===== src/rtl/arbitro_memoria.sv =====
// arbitro_memoria: shares one single-port 32-bit memory between instruction
// fetch (read-only) and load/store (word/byte) requesters. Handles the
// req/ack handshake, byte-lane steering, misaligned-word rejection and a
// bounded wait on mem_ack (TIMEOUT_CYC cycles, 0 = wait forever).
// Optional macro ARB_ROUND_ROBIN_EN: alternate between requesters on
// contention instead of fixed load/store priority.
module arbitro_memoria #(
  parameter int AW          = 32,
  parameter int TIMEOUT_CYC = 255
) (
  input  logic          clk,
  input  logic          rst_n,
  input  logic          if_req,
  input  logic [AW-1:0] if_addr,
  output logic          if_done,
  output logic [31:0]   if_rdata,
  output logic          if_err,
  input  logic          ls_req,
  input  logic          ls_we,
  input  logic          ls_width,
  input  logic [AW-1:0] ls_addr,
  input  logic [31:0]   ls_wdata,
  output logic          ls_done,
  output logic [31:0]   ls_rdata,
  output logic          ls_err,
  output logic          mem_req,
  output logic          mem_we,
  output logic [3:0]    mem_be,
  output logic [AW-1:0] mem_addr,
  output logic [31:0]   mem_wdata,
  input  logic          mem_ack,
  input  logic [31:0]   mem_rdata,
  output logic          busy
);

  typedef enum logic [1:0] {IDLE, SERV_IF, SERV_LS} state_t;

  // Counter only needs to reach TIMEOUT_CYC-1 before expiry fires.
  localparam int CW = (TIMEOUT_CYC > 1) ? $clog2(TIMEOUT_CYC) : 1;
  localparam logic [AW-1:0] ALIGN_MASK = ~AW'(3);

  state_t        state_q;
  logic          mem_req_q, mem_we_q;
  logic [3:0]    mem_be_q;
  logic [AW-1:0] mem_addr_q;
  logic [31:0]   mem_wdata_q;
  logic          if_done_q, if_err_q, ls_done_q, ls_err_q;
  logic [31:0]   if_rdata_q, ls_rdata_q;
  logic [1:0]    lane_q;
  logic          word_q;
  logic [CW-1:0] cnt_q;
  logic          pick_ls;
  logic          to_hit;
  logic [7:0]    sel_byte;
  logic [31:0]   load_data;

`ifdef ARB_ROUND_ROBIN_EN
  logic          last_ls_q;
  // On contention the requester that was not served last wins.
  assign pick_ls = ls_req && (!if_req || !last_ls_q);
`else
  assign pick_ls = ls_req;
`endif

  assign to_hit = (TIMEOUT_CYC != 0) && (cnt_q == CW'(TIMEOUT_CYC - 1));

  // Steer the addressed byte lane of the read word down to bits [7:0].
  always_comb begin
    sel_byte = mem_rdata[7:0];
    case (lane_q)
      2'd1:    sel_byte = mem_rdata[15:8];
      2'd2:    sel_byte = mem_rdata[23:16];
      2'd3:    sel_byte = mem_rdata[31:24];
      default: sel_byte = mem_rdata[7:0];
    endcase
  end

  assign load_data = word_q ? mem_rdata : {24'b0, sel_byte};

  // Arbitration FSM with registered memory-side and requester-side outputs.
  always_ff @(posedge clk) begin
    if (!rst_n) begin
      state_q     <= IDLE;
      mem_req_q   <= 1'b0;
      mem_we_q    <= 1'b0;
      mem_be_q    <= '0;
      mem_addr_q  <= '0;
      mem_wdata_q <= '0;
      if_done_q   <= 1'b0;
      if_err_q    <= 1'b0;
      ls_done_q   <= 1'b0;
      ls_err_q    <= 1'b0;
      if_rdata_q  <= '0;
      ls_rdata_q  <= '0;
      lane_q      <= '0;
      word_q      <= 1'b0;
      cnt_q       <= '0;
`ifdef ARB_ROUND_ROBIN_EN
      last_ls_q   <= 1'b0;
`endif
    end else begin
      if_done_q <= 1'b0;
      if_err_q  <= 1'b0;
      ls_done_q <= 1'b0;
      ls_err_q  <= 1'b0;
      case (state_q)
        IDLE: begin
          cnt_q <= '0;
          if (pick_ls) begin
`ifdef ARB_ROUND_ROBIN_EN
            last_ls_q <= 1'b1;
`endif
            if (ls_width && (ls_addr[1:0] != 2'b00)) begin
              // Misaligned word: answer with an error, never touch memory.
              ls_done_q  <= 1'b1;
              ls_err_q   <= 1'b1;
              ls_rdata_q <= '0;
            end else begin
              state_q     <= SERV_LS;
              mem_req_q   <= 1'b1;
              mem_we_q    <= ls_we;
              mem_be_q    <= ls_width ? 4'hF : (4'b0001 << ls_addr[1:0]);
              mem_addr_q  <= ls_addr & ALIGN_MASK;
              mem_wdata_q <= ls_width ? ls_wdata : {4{ls_wdata[7:0]}};
              lane_q      <= ls_addr[1:0];
              word_q      <= ls_width;
            end
          end else if (if_req) begin
`ifdef ARB_ROUND_ROBIN_EN
            last_ls_q <= 1'b0;
`endif
            state_q    <= SERV_IF;
            mem_req_q  <= 1'b1;
            mem_we_q   <= 1'b0;
            mem_be_q   <= 4'hF;
            mem_addr_q <= if_addr & ALIGN_MASK;
            lane_q     <= 2'd0;
            word_q     <= 1'b1;
          end
        end
        SERV_IF, SERV_LS: begin
          if (mem_ack) begin
            // Ack wins even on the cycle the timeout would expire.
            mem_req_q <= 1'b0;
            state_q   <= IDLE;
            cnt_q     <= '0;
            if (state_q == SERV_IF) begin
              if_done_q  <= 1'b1;
              if_rdata_q <= mem_rdata;
            end else begin
              ls_done_q  <= 1'b1;
              ls_rdata_q <= load_data;
            end
          end else if (to_hit) begin
            mem_req_q <= 1'b0;
            state_q   <= IDLE;
            cnt_q     <= '0;
            if (state_q == SERV_IF) begin
              if_done_q  <= 1'b1;
              if_err_q   <= 1'b1;
              if_rdata_q <= '0;
            end else begin
              ls_done_q  <= 1'b1;
              ls_err_q   <= 1'b1;
              ls_rdata_q <= '0;
            end
          end else begin
            cnt_q <= cnt_q + 1'b1;
          end
        end
        default: state_q <= IDLE;
      endcase
    end
  end

  assign mem_req   = mem_req_q;
  assign mem_we    = mem_we_q;
  assign mem_be    = mem_be_q;
  assign mem_addr  = mem_addr_q;
  assign mem_wdata = mem_wdata_q;
  assign if_done   = if_done_q;
  assign if_err    = if_err_q;
  assign if_rdata  = if_rdata_q;
  assign ls_done   = ls_done_q;
  assign ls_err    = ls_err_q;
  assign ls_rdata  = ls_rdata_q;
  assign busy      = (state_q != IDLE);

endmodule

===== config.mk =====
export PLATFORM = sky130hd
export DESIGN_NAME = arbitro_memoria
export DESIGN_NICKNAME = d
export VERILOG_FILES = /design/src/rtl/arbitro_memoria.sv
export SDC_FILE = /design/constraint.sdc
export NUM_CORES = 1
export LEC_CHECK = 0
export ABC_CLOCK_PERIOD_IN_PS = 2200
export CORE_UTILIZATION = 31
export DETAILED_ROUTE_END_ITERATION = 8
export GPL_ROUTABILITY_DRIVEN = 0
export SLEW_MARGIN = 20
export SYNTH_ARGS = -nofsm -noshare
export SYNTH_HDL_FRONTEND = slang
export SYNTH_SLANG_ARGS = --single-unit

===== constraint.sdc =====
create_clock -name clk -period 2.2 [get_ports clk]
set_input_delay 0.33 -clock clk [delete_from_list [all_inputs] [get_ports clk]]
set_output_delay 0.33 -clock clk [all_outputs]
set_load 0.005 [all_outputs]

==> qor.yml <==
outcome:
  status: "completed"
route:
  vias: 5612
  route.detailed.drc: 0
  firstDrtPassIters: 4
  drt-total-wl_um: 19260
  antenna_left: 0
  post_drt_wl_per_cell_um: 16.42
  drtIter0Drc: 239
  vias_per_cell: 4.784
global_routing:
  grt_pass1_vias: 5298
  grt_antenna_before_repair: 2
  grt_pass1_wl_um: 29790
  grtUsageTotal_pct: 19.11
  grt_max_degree: 45
  overflow: 0
logic_synthesis:
  synth_edf_count: 0
  synth-main-ff-cell: "dfxtp_1"
  yosysWarnings: 0
  ys_seq_elements: 149
  synth.distinct_cells: 54
  synth_compound_gate_area_share_pct: 18.49
  synth-simple-area-share_pct: 12.48
  synth_mux_area_share_pct: 14.01
  async_flop_share_pct: 0
  synth-adder-area-share_pct: 1.008
  ys_seq_area_share_pct: 48.07
  synth_top_family_by_area: "compound AO/OA/AOI/OAI gates"
  avgSynthCellArea_um2: 9.680
  synth_xor_area_share_pct: 0.8469
  synth_area_um2: 6205
  syn_inst: 641
final_layout:
  drive_gt1_share_pct: 8.159
  layout_common_cells: "clkdlybuf4s50_1, dfxtp_1, nand2_1, mux2i_1, nor2_1"
  nets: 1034
  layout_commonest_cell: "clkdlybuf4s50_1"
  multiInputGateArea_um2: 2927
  seqCellArea_um2: 2983
  syn2layout_area_growth_pct: 58.08
  nFillCells: 1885
floorplan:
  die_h_um: 143.5
  dieArea_um2: 20590
  rows: 51
  pin_count: 274
  core_area_um2: 19530
  start_util_pct: 31.78
  dieWidth_um: 143.5
clock_network:
  cts.sinks: 149
  cts_root_buffer: "clkbuf_16"
  htreeDepth: 4
  cts_hold_buf: 0
  ctsLongestPathBuffers: 2
  insertion_delay_ps: 420
  numCtsBuffers: 17
  cts_tree: "built"
  clk_pin_slew_worst_paths_ps: 60
  cts_setup_buffers: 0
timing:
  fin_worst_skew_ps: 8.081
  fin_setup_tns_ps: 0
  setup_ws_ps: 341.2
  min_period_over_period_pct: 84.49
  rsz0062_at_grt: "false"
  max_slew.worst_pin.slew_ps: 591.6
  slew_violations: 0
  finalSetupViolations: 0
  relSlewSlack_pct: 60.51
  timing.final.crit_period_ps: 1859
  finalHoldViolations: 0
  max_freq_mhz: 538.0
pwr:
  leakage_nw: 3.811
  total_power_w: 0.007581
  p_per_area_nw_per_um2: 773.0
  vdd_ir_drop_max_v: 0.0005454
worst_setup_path:
  crit_arrival_ps: 2210
  critical_path_required_ps: 2550
  end_kind: "flop"
  crit_fanout: 6
  crit_type: "reg -> reg"
  start_kind: "flop"
job:
  cap_violations: 0
placed_design:
  place_worst_setup_slack_ps: 215.4
  portBuffers: 269
  dp_hpwl_um: 13970
hold_path:
  min_path_type: "in -> reg"
[timing repair]
action	4_1_cts	5_1_grt
hold endpoints to repair	0	0
cloned	0	0
endpoints found under the setup margin	1	1
pin swaps	0	0
resized for setup	1	1
[metrics by stage]
step                cells  hold WS [ps]  util [%]  cell area (um2)
global route         1173         307.3     50.23             9808
global placement     1140         442.8     46.92             9161
detailed placement   1140         447.5     46.92             9161
CTS                  1172         249.9     50.21             9803
floorplan             642         452.7         -             6208
finish               1173         271.4     50.23             9808
[cells in the mapped netlist, types with 3 or more instances]
| cell | instances | area share, % |
|---|---|---|
| dfxtp_1 | 149 | 48 |
| nand2_1 | 81 | 4.9 |
| mux2i_1 | 79 | 13 |
| nor2_1 | 70 | 4.2 |
| a211oi_1 | 54 | 6.5 |
| a22o_1 | 32 | 4.5 |
| buf_2 | 25 | 2.0 |
| a21oi_1 | 17 | 1.4 |
| clkbuf_1 | 15 | 0.91 |
| o21ai_0 | 9 | 0.73 |
| o22ai_1 | 9 | 0.91 |
| buf_4 | 8 | 0.97 |
| inv_1 | 8 | 0.48 |
| mux2_2 | 7 | 1.3 |
| o32a_1 | 7 | 1.1 |
| ha_1 | 5 | 1.0 |
| nand3_1 | 5 | 0.40 |
| nor3_1 | 4 | 0.32 |
| a22oi_1 | 3 | 0.36 |
| and3_1 | 3 | 0.30 |
| nand2b_1 | 3 | 0.30 |
| nor2b_1 | 3 | 0.30 |
| xnor2_1 | 3 | 0.42 |
| xor2_1 | 3 | 0.42 |
[area by class of cell]
class                   count  area share [%]
diodes                      1         0.02551
clock buffers              19           4.516
clock inverters            13           2.003
inverters                   8          0.3062
multi-input cells         431           29.84
flip-flops and latches    149           30.41
well taps                 265           3.381
repair buffers            287           29.52
[metal layers]
metal	global-route usage [%]	routed length [um]	up-vias
met1	23.93	8457	2572
met2	28.90	8529	231
met3	8.664	2035	17
met4	6.383	239	0
met5	0	0	-
li1	-	-	2792
[worst max-delay path, stage by stage (launching register included)]
cell and delay (ps):
dfxtp_1 390, inv_1 60, ha_2 380, nand2b_2 100, a21o_4 230, or4_1 470, a31oi_1 160
[state kept, by name, summed over array words and instances (netlist names), 2 cells and up]
register	flops
cnt_q	8
mem_addr	30
state_q	2
if_rdata	32
mem_be	4
lane_q	2
ls_rdata	32
mem_wdata	32
[cells by family after synthesis]
family	count (synthesis)
simple gates	182
compound gates	150
flops	149
mux	86
buf+inv	62
xor+xnor	6
fa+ha+maj	5
other cells	1
[power by group]
part	switching [W]	total [W]	internal, W
Sequential	0.000102	0.00298	0.00287
Clock	0.00121	0.00317	0.00195
Combinational	0.000634	0.00144	0.000807
Total	0.00195	0.00758	0.00563
[path summary, 6_finish.rpt]
check	from	end	slack, ps	cells past startpoint
setup / recovery	state_q[0]	cnt_q[5]	340	6
setup reg to reg	state_q[0]	cnt_q[5]	340	6
hold reg to reg	mem_wdata[6]	mem_wdata[6]	450	2
hold / removal	ls_req	state_q[0]	270	2
Note: power is estimated with default switching activity, not from simulation.
